File: src/rtl/util_tx_burst_scheduler_if.sv
// Handshake bundle for util_tx_burst_scheduler.
//   cmd_*    : host command channel (start time, block count)
//   s_axis_* : upstream sample blocks from the timestamped unpack FIFO
//   m_axis_* : sample blocks towards the DAC
// modport slave  : the scheduler's view
// modport master : the surrounding system's view (host, upstream source, DAC sink)
interface util_tx_burst_scheduler_if #(
  parameter int DATA_WIDTH = 64
) ();
  logic                  cmd_valid;
  logic                  cmd_ready;
  logic [63:0]           cmd_time;
  logic [31:0]           cmd_blocks;

  logic                  s_axis_valid;
  logic                  s_axis_ready;
  logic [DATA_WIDTH-1:0] s_axis_data;

  logic                  m_axis_valid;
  logic                  m_axis_ready;
  logic [DATA_WIDTH-1:0] m_axis_data;

  modport slave (
    input  cmd_valid, cmd_time, cmd_blocks,
    output cmd_ready,
    input  s_axis_valid, s_axis_data,
    output s_axis_ready,
    output m_axis_valid, m_axis_data,
    input  m_axis_ready
  );

  modport master (
    output cmd_valid, cmd_time, cmd_blocks,
    input  cmd_ready,
    output s_axis_valid, s_axis_data,
    input  s_axis_ready,
    input  m_axis_valid, m_axis_data,
    output m_axis_ready
  );
endinterface

File: src/rtl/util_tx_burst_scheduler.sv
// Timed transmit burst scheduler, DAC clock domain.
// Holds the upstream sample stream until the DAC timestamp reaches a queued
// command's start time, then passes exactly that command's block count.
// Commands already past their start time are dropped and counted.
// Ports:
//   dac_clk, reset   : sole clock, asynchronous active-high reset
//   timestamp        : free-running DAC sample time
//   enable           : 0 flushes the queue and aborts any burst
//   cnt_clr          : synchronous clear of both event counters
//   bus              : command / upstream / downstream handshakes (slave modport)
//   busy             : FSM active or commands queued
//   cmd_level        : number of queued commands
//   late_count       : saturating count of dropped late commands
//   underflow_count  : saturating count of RUN cycles with ready and no valid
module util_tx_burst_scheduler #(
  parameter int DATA_WIDTH     = 64,
  parameter int CMD_DEPTH      = 4,
  parameter int LATE_TOLERANCE = 0
) (
  input  logic                       dac_clk,
  input  logic                       reset,
  input  logic [63:0]                timestamp,
  input  logic                       enable,
  input  logic                       cnt_clr,
  util_tx_burst_scheduler_if.slave   bus,
  output logic                       busy,
  output logic [$clog2(CMD_DEPTH):0] cmd_level,
  output logic [15:0]                late_count,
  output logic [15:0]                underflow_count
);

  localparam int          PTR_W    = $clog2(CMD_DEPTH);
  localparam int          LVL_W    = PTR_W + 1;
  localparam logic [63:0] LATE_TOL = 64'(LATE_TOLERANCE);

  localparam logic [1:0] ST_IDLE = 2'd0;
  localparam logic [1:0] ST_WAIT = 2'd1;
  localparam logic [1:0] ST_RUN  = 2'd2;

  logic [1:0]       state_q, state_d;
  logic [PTR_W-1:0] wr_ptr_q, wr_ptr_d;
  logic [PTR_W-1:0] rd_ptr_q, rd_ptr_d;
  logic [LVL_W-1:0] level_q, level_d;
  logic [63:0]      active_time_q, active_time_d;
  logic [31:0]      remaining_q, remaining_d;
  logic [15:0]      late_cnt_q, late_cnt_d;
  logic [15:0]      uf_cnt_q, uf_cnt_d;

  logic [63:0]      time_mem   [CMD_DEPTH];
  logic [31:0]      blocks_mem [CMD_DEPTH];

  logic                  full, empty, push, pop, run, beat, underflow_ev;
  logic                  ts_reached, is_late, late_inc;
  logic [63:0]           ts_diff;
  logic [DATA_WIDTH-1:0] pass_data;

  // cmd_ready looks only at registered fullness, so a pop in the same cycle
  // never opens a slot for a push until the next cycle.
  assign full  = (level_q == LVL_W'(CMD_DEPTH));
  assign empty = (level_q == '0);
  assign run   = (state_q == ST_RUN);

  assign bus.cmd_ready = !reset && enable && !full;
  assign push          = bus.cmd_valid && bus.cmd_ready;
  assign pop           = enable && (state_q == ST_IDLE) && !empty;

  // Zero-latency pass-through during RUN; upstream is back-pressured otherwise.
  assign pass_data        = bus.s_axis_data;
  assign bus.m_axis_valid = run && bus.s_axis_valid;
  assign bus.s_axis_ready = run && bus.m_axis_ready;
  assign bus.m_axis_data  = run ? pass_data : '0;

  assign beat         = run && bus.s_axis_valid && bus.m_axis_ready;
  assign underflow_ev = run && bus.m_axis_ready && !bus.s_axis_valid;

  // The difference is only meaningful once the start time has been reached.
  assign ts_reached = (timestamp >= active_time_q);
  assign ts_diff    = timestamp - active_time_q;
  assign is_late    = ts_reached && (ts_diff > LATE_TOL);

  always_comb begin
    // NOTE: every variable gets a default first so no path leaves it unassigned and infers a latch.
    state_d       = state_q;
    active_time_d = active_time_q;
    remaining_d   = remaining_q;
    late_inc      = 1'b0;

    case (state_q)
      ST_IDLE: begin
        // A zero-block command is popped and discarded without touching late_count.
        if (pop && (blocks_mem[rd_ptr_q] != 32'd0)) begin
          active_time_d = time_mem[rd_ptr_q];
          remaining_d   = blocks_mem[rd_ptr_q];
          state_d       = ST_WAIT;
        end
      end
      ST_WAIT: begin
        if (ts_reached) begin
          if (is_late) begin
            late_inc = 1'b1;
            state_d  = ST_IDLE;
          end else begin
            state_d  = ST_RUN;
          end
        end
      end
      ST_RUN: begin
        if (beat) begin
          remaining_d = remaining_q - 32'd1;
          if (remaining_q == 32'd1) state_d = ST_IDLE;
        end
      end
      default: state_d = ST_IDLE;
    endcase

    // Disabling still lets this cycle's handshake complete, then truncates.
    if (!enable) begin
      state_d  = ST_IDLE;
      late_inc = 1'b0;
    end
  end

  always_comb begin
    wr_ptr_d = push ? wr_ptr_q + PTR_W'(1) : wr_ptr_q;
    rd_ptr_d = pop  ? rd_ptr_q + PTR_W'(1) : rd_ptr_q;
    case ({push, pop})
      2'b10:   level_d = level_q + LVL_W'(1);
      2'b01:   level_d = level_q - LVL_W'(1);
      default: level_d = level_q;
    endcase
    if (!enable) begin
      wr_ptr_d = '0;
      rd_ptr_d = '0;
      level_d  = '0;
    end
  end

  always_comb begin
    late_cnt_d = late_cnt_q;
    uf_cnt_d   = uf_cnt_q;
    if (late_inc && (late_cnt_q != 16'hFFFF)) late_cnt_d = late_cnt_q + 16'd1;
    if (underflow_ev && (uf_cnt_q != 16'hFFFF)) uf_cnt_d = uf_cnt_q + 16'd1;
    if (cnt_clr) begin
      late_cnt_d = '0;
      uf_cnt_d   = '0;
    end
  end

  // NOTE: sequential state uses non-blocking assignments so every flop samples pre-edge values.
  always_ff @(posedge dac_clk or posedge reset) begin
    if (reset) begin
      state_q       <= ST_IDLE;
      wr_ptr_q      <= '0;
      rd_ptr_q      <= '0;
      level_q       <= '0;
      active_time_q <= '0;
      remaining_q   <= '0;
      late_cnt_q    <= '0;
      uf_cnt_q      <= '0;
    end else begin
      state_q       <= state_d;
      wr_ptr_q      <= wr_ptr_d;
      rd_ptr_q      <= rd_ptr_d;
      level_q       <= level_d;
      active_time_q <= active_time_d;
      remaining_q   <= remaining_d;
      late_cnt_q    <= late_cnt_d;
      uf_cnt_q      <= uf_cnt_d;
    end
  end

  // NOTE: queue storage is not reset; the level and pointers alone decide which entries are valid.
  always_ff @(posedge dac_clk) begin
    if (push) begin
      time_mem[wr_ptr_q]   <= bus.cmd_time;
      blocks_mem[wr_ptr_q] <= bus.cmd_blocks;
    end
  end

  assign busy            = (state_q != ST_IDLE) || !empty;
  assign cmd_level       = level_q;
  assign late_count      = late_cnt_q;
  assign underflow_count = uf_cnt_q;

endmodule
File: src/flat_wrapper.sv
// flat-port wrapper written by rule: the top's interface ports become plain ports
module util_tx_burst_scheduler_flat 
#(
  parameter int DATA_WIDTH     = 64,
  parameter int CMD_DEPTH      = 4,
  parameter int LATE_TOLERANCE = 0
)
  (dac_clk, reset, timestamp, enable, cnt_clr, busy, cmd_level, late_count, underflow_count, bus_cmd_valid, bus_cmd_time, bus_cmd_blocks, bus_cmd_ready, bus_s_axis_valid, bus_s_axis_data, bus_s_axis_ready, bus_m_axis_valid, bus_m_axis_data, bus_m_axis_ready);
  util_tx_burst_scheduler_if #(.DATA_WIDTH(DATA_WIDTH)) bus_i ();
  input  logic dac_clk;
  input  logic reset;
  input  logic [63:0] timestamp;
  input  logic enable;
  input  logic cnt_clr;
  output logic busy;
  output logic [$clog2(CMD_DEPTH):0] cmd_level;
  output logic [15:0] late_count;
  output logic [15:0] underflow_count;
  input wire logic [$bits(bus_i.cmd_valid)-1:0] bus_cmd_valid;
  input wire logic [$bits(bus_i.cmd_time)-1:0] bus_cmd_time;
  input wire logic [$bits(bus_i.cmd_blocks)-1:0] bus_cmd_blocks;
  output wire logic [$bits(bus_i.cmd_ready)-1:0] bus_cmd_ready;
  input wire logic [$bits(bus_i.s_axis_valid)-1:0] bus_s_axis_valid;
  input wire logic [$bits(bus_i.s_axis_data)-1:0] bus_s_axis_data;
  output wire logic [$bits(bus_i.s_axis_ready)-1:0] bus_s_axis_ready;
  output wire logic [$bits(bus_i.m_axis_valid)-1:0] bus_m_axis_valid;
  output wire logic [$bits(bus_i.m_axis_data)-1:0] bus_m_axis_data;
  input wire logic [$bits(bus_i.m_axis_ready)-1:0] bus_m_axis_ready;
  assign bus_i.cmd_valid = bus_cmd_valid;
  assign bus_i.cmd_time = bus_cmd_time;
  assign bus_i.cmd_blocks = bus_cmd_blocks;
  assign bus_cmd_ready = bus_i.cmd_ready;
  assign bus_i.s_axis_valid = bus_s_axis_valid;
  assign bus_i.s_axis_data = bus_s_axis_data;
  assign bus_s_axis_ready = bus_i.s_axis_ready;
  assign bus_m_axis_valid = bus_i.m_axis_valid;
  assign bus_m_axis_data = bus_i.m_axis_data;
  assign bus_i.m_axis_ready = bus_m_axis_ready;
  util_tx_burst_scheduler #(.DATA_WIDTH(DATA_WIDTH), .CMD_DEPTH(CMD_DEPTH), .LATE_TOLERANCE(LATE_TOLERANCE)) u_core (.dac_clk(dac_clk), .reset(reset), .timestamp(timestamp), .enable(enable), .cnt_clr(cnt_clr), .bus(bus_i), .busy(busy), .cmd_level(cmd_level), .late_count(late_count), .underflow_count(underflow_count));
endmodule
File: config.mk
export PLATFORM = sky130hd
export DESIGN_NAME = util_tx_burst_scheduler_flat
export DESIGN_NICKNAME = d
export VERILOG_FILES = /design/src/rtl/util_tx_burst_scheduler_if.sv /design/src/rtl/util_tx_burst_scheduler.sv /design/src/flat_wrapper.sv
export SDC_FILE = /design/constraint.sdc
export NUM_CORES = 1
export LEC_CHECK = 0
export ABC_AREA = 1
export BUFFER_PORTS_ARGS = -buffer_cell sky130_fd_sc_hd__buf_2
export CAP_MARGIN = 20
export CORE_MARGIN = 2
export CORE_UTILIZATION = 55
export DETAILED_ROUTE_END_ITERATION = 10
export PLACE_DENSITY = 0.76
export SYNTH_ARGS = -nofsm -noshare
export SYNTH_HDL_FRONTEND = slang
export SYNTH_SLANG_ARGS = --single-unit
File: constraint.sdc
create_clock -name dac_clk -period 9 [get_ports dac_clk]
set_clock_uncertainty 0.15 [all_clocks]
set_input_delay 1.8 -clock dac_clk [delete_from_list [all_inputs] [get_ports dac_clk]]
set_output_delay 1.8 -clock dac_clk [all_outputs]
set_load 0.1 [all_outputs]
==> results.sh <==
export IMPL_io_pins=334
export IMPL_area_delta_synth_final_pct=13.79
export IMPL_worstHoldStart="u_core.underflow_count[2]"
export IMPL_min_path_cells=1
export IMPL_start_util_pct=55.69
export IMPL_critPathLaunchType="register"
export IMPL_cts_buffers=51
export IMPL_cts_root_buffer="clkbuf_16"
export IMPL_drt_antenna_violating_nets=0
export IMPL_ff2ff_path_depth=13
export IMPL_netlist_top_cells_area="edfxtp_1 40%, dfrtp_1 12%, nand2_1 12%"
export IMPL_syn_avg_cell_area_um2=8.220
export IMPL_drtIter0Drc=2484
export IMPL_drc=0
export IMPL_combPwrFrac_pct=47.5
export IMPL_die_h_um=231.9
export IMPL_vias_per_cell=5.374
export IMPL_fin_ws_ns=3.848
export IMPL_synth_seq_cells=521
export IMPL_numPortBuffers=333
export IMPL_dp_slack_ns=3.738
export IMPL_wirelength_um=80100
export IMPL_fill_cells=4454
export IMPL_power_frac_clock_pct=21.6
export IMPL_yosys_most_used_dff="edfxtp_1"
export IMPL_grt_start_max_net_pins=132
export IMPL_gp_congestion=1.040
export IMPL_grt_pass1_wl_um=122800
export IMPL_drive_gt1_share_pct=13.55
export IMPL_finish_net_count=4078
export IMPL_arrival_ns=5.46
export IMPL_path_class="register to register"
export IMPL_cts_setup_buffers=0
export IMPL_clk_path_buf_depth=3
export IMPL_grt_ovfl_total=0
export IMPL_dieArea_um2=53790
export IMPL_seq_area_frac_synth_pct=52.36
export IMPL_cts_tree="built"
export IMPL_worstPathRequired_ns=9.31
export IMPL_finalPower_mw=9.792
export IMPL_critical_path_max_fanout=68
export IMPL_async_flop_share_pct=26.30
export IMPL_synth_edff_count=384
export IMPL_ys_warn_count=0
export IMPL_fp_dieW_um=231.9
export IMPL_ff2ff_setup_slack_ns=3.85
export IMPL_regToRegStartpoint="u_core.rd_ptr_q[1]"
export IMPL_ys_types=53
export IMPL_slew_violations=0
export IMPL_tns_ns=0
export IMPL_clkLatencyLatePin_ns=0.59
export IMPL_slew_limit_headroom_pct=33.69
export IMPL_grt_pass1_vias=22630
export IMPL_yosysTopAreaCell="edfxtp_1"
export IMPL_holdBufCountCts=0
export IMPL_post_route_period_util_pct=57.24
export IMPL_place_hpwl_um=58690
export IMPL_cap_violations=0
export IMPL_grt_usage_pct=29.45
export IMPL_htree_levels=2
export IMPL_dr_total_vias=24248
export IMPL_p_seq_share_pct=30.9
export IMPL_wl_per_cell_um=17.75
export IMPL_stdcell_count=4512
export IMPL_placed_area_um2=30800
export IMPL_rsz0062_at_grt="no"
export IMPL_cts_resized=0
export IMPL_switching_share_pct=44.58
export IMPL_core_area_um2=51300
export IMPL_final_setup_viol_count=0
export IMPL_clk_pin_slew_worst_paths_ns=0.06
export IMPL_hp_class="register to register"
export IMPL_max_freq_ghz=0.1941
export IMPL_synth_top_cell_area_share_pct=40.36
export IMPL_firstDrtPassIters=5
export IMPL_final_hold_viol_count=0
export IMPL_syn_nets=3780
export IMPL_antenna_found_initial=23
export IMPL_p_leak_nw=15.41
export IMPL_ir_drop_uv=196.7
export IMPL_synth_area_um2=28570
export IMPL_worst_slew_pin_slew_ns=0.9947
export IMPL_period_needed_ns=5.152
export IMPL_switching_power_mw=4.366
export IMPL_row_count=83
export IMPL_place_inst=4400
export IMPL_intPower_mw=5.426
export IMPL_status="finished, final reports clean"
export IMPL_power_density_nw_per_um2=301.2
export IMPL_synth_cells=3476
export IMPL_startpoint="u_core.rd_ptr_q[1]"
export IMPL_critical_path_endpoint_type="register"
export IMPL_cts_sinks=521
export IMPL_final_area_um2=32510
==> cell type report <==
cell class / count / area (um2) / area share [%]
Timing Repair Buffer: 350 / 1807 / 5.557
Clock buffer: 62 / 1318 / 4.052
Inverter: 578 / 2181 / 6.707
Tap cell: 680 / 850.8 / 2.617
Antenna cell: 17 / 42.54 / 0.1308
Sequential cell: 521 / 14960 / 46.02
Multi-Input combinational cell: 2272 / 11010 / 33.88
Clock inverter: 32 / 336.6 / 1.035
==> placed cells by master, fill, tap and decap left out, types with 12 or more instances in the layout <==
cell type    n
nor2_2      33
clkbuf_16   51
ha_1        72
inv_1      558
o22ai_1     65
nand3_1    127
buf_4       16
nand2_2     12
buf_2      333
o21ai_1     13
nand2_1    879
diode_2     17
clkinv_1    13
dfrtp_1    135
a32o_1      19
edfxtp_1   384
nand4_1     54
o21ai_0    211
xor2_1      33
nor3_1      23
nor2_1     474
a21oi_1    157
==> cells by family after synthesis <==
kind of cell / share of synthesized area, %
AND/OR/NAND/NOR: 24.08
buffers and inverters: 9.253
flip-flops: 52.36
AO/OA/AOI/OAI: 9.800
adder cells (fa/ha/maj): 3.223
XOR/XNOR: 1.287
==> worst max-delay path, stage by stage (launching register included) <==
cell and delay (ns):
dfrtp_2 0.60, clkinv_2 0.84, buf_4 0.61, a32o_1 0.36, nand4_1 0.13, nor2_1 0.07, nand4_1 0.19, nand2_4 0.30
nand2_1 0.23, nand2_2 0.30, inv_2 0.59, o21ai_1 0.21, o21ai_0 0.23, o31ai_1 0.10
==> per-stage QoR <==
| step | util (%) | hold WS (ns) |
|---|---|---|
| floorplan | - | 0.3034 |
| global placement | 60.03 | 0.3154 |
| detailed placement | 60.03 | 0.3160 |
| CTS | 63.26 | 0.3240 |
| global route | 63.35 | 0.3652 |
| finish | 63.38 | 0.3227 |
==> flip-flops by register name, indices dropped and copies added (netlist names) <==
| name | cells |
|---|---|
| u_core.rd_ptr_q | 2 |
| u_core.active_time_q | 64 |
| u_core.state_q | 2 |
| u_core.underflow_count | 16 |
| u_core.remaining_q | 32 |
| u_core.time_mem | 256 |
| u_core.late_count | 16 |
| u_core.blocks_mem | 128 |
| u_core.cmd_level | 3 |
| u_core.wr_ptr_q | 2 |
==> cells in the mapped netlist (54+ instances only) <==
| cell | n |
|---|---|
| nand2_1 | 881 |
| inv_1 | 559 |
| nor2_1 | 478 |
| edfxtp_1 | 384 |
| o21ai_0 | 211 |
| a21oi_1 | 157 |
| dfrtp_1 | 137 |
| nand3_1 | 127 |
| ha_1 | 72 |
| clkbuf_1 | 69 |
| o22ai_1 | 65 |
| nand4_1 | 54 |
==> power by group through the flow <==
stage          sequential, mW  combinational [mW]  clock [mW]
2_1_floorplan            3.06                3.36           0
3_3_place_gp             3.06                4.47           0
3_5_place_dp             3.07                4.53           0
4_1_cts                  3.02                4.56        2.13
5_1_grt                  3.06                5.15        2.24
6_report                 3.03                4.65        2.11
==> metal layers <==
metal / track usage (%) / wire length, um / share of wire, %
met1: 41.73 / 34590 / 43
met2: 45.63 / 36270 / 45
met3: 5.587 / 6736 / 8.4
met4: 9.776 / 2407 / 3.0
met5: 1.379 / 98 / 0.12
==> worst paths after layout <==
| kind | to |
|---|---|
| max | u_core.remaining_q[23] |
| min | u_core.underflow_count[2] |
| max reg2reg | u_core.remaining_q[23] |
| min reg2reg | u_core.underflow_count[2] |
| max in group asynchronous | u_core.active_time_q[0] |
| min in group asynchronous | u_core.cmd_level[0] |
No activity file was read; power rests on OpenSTA's default activity.
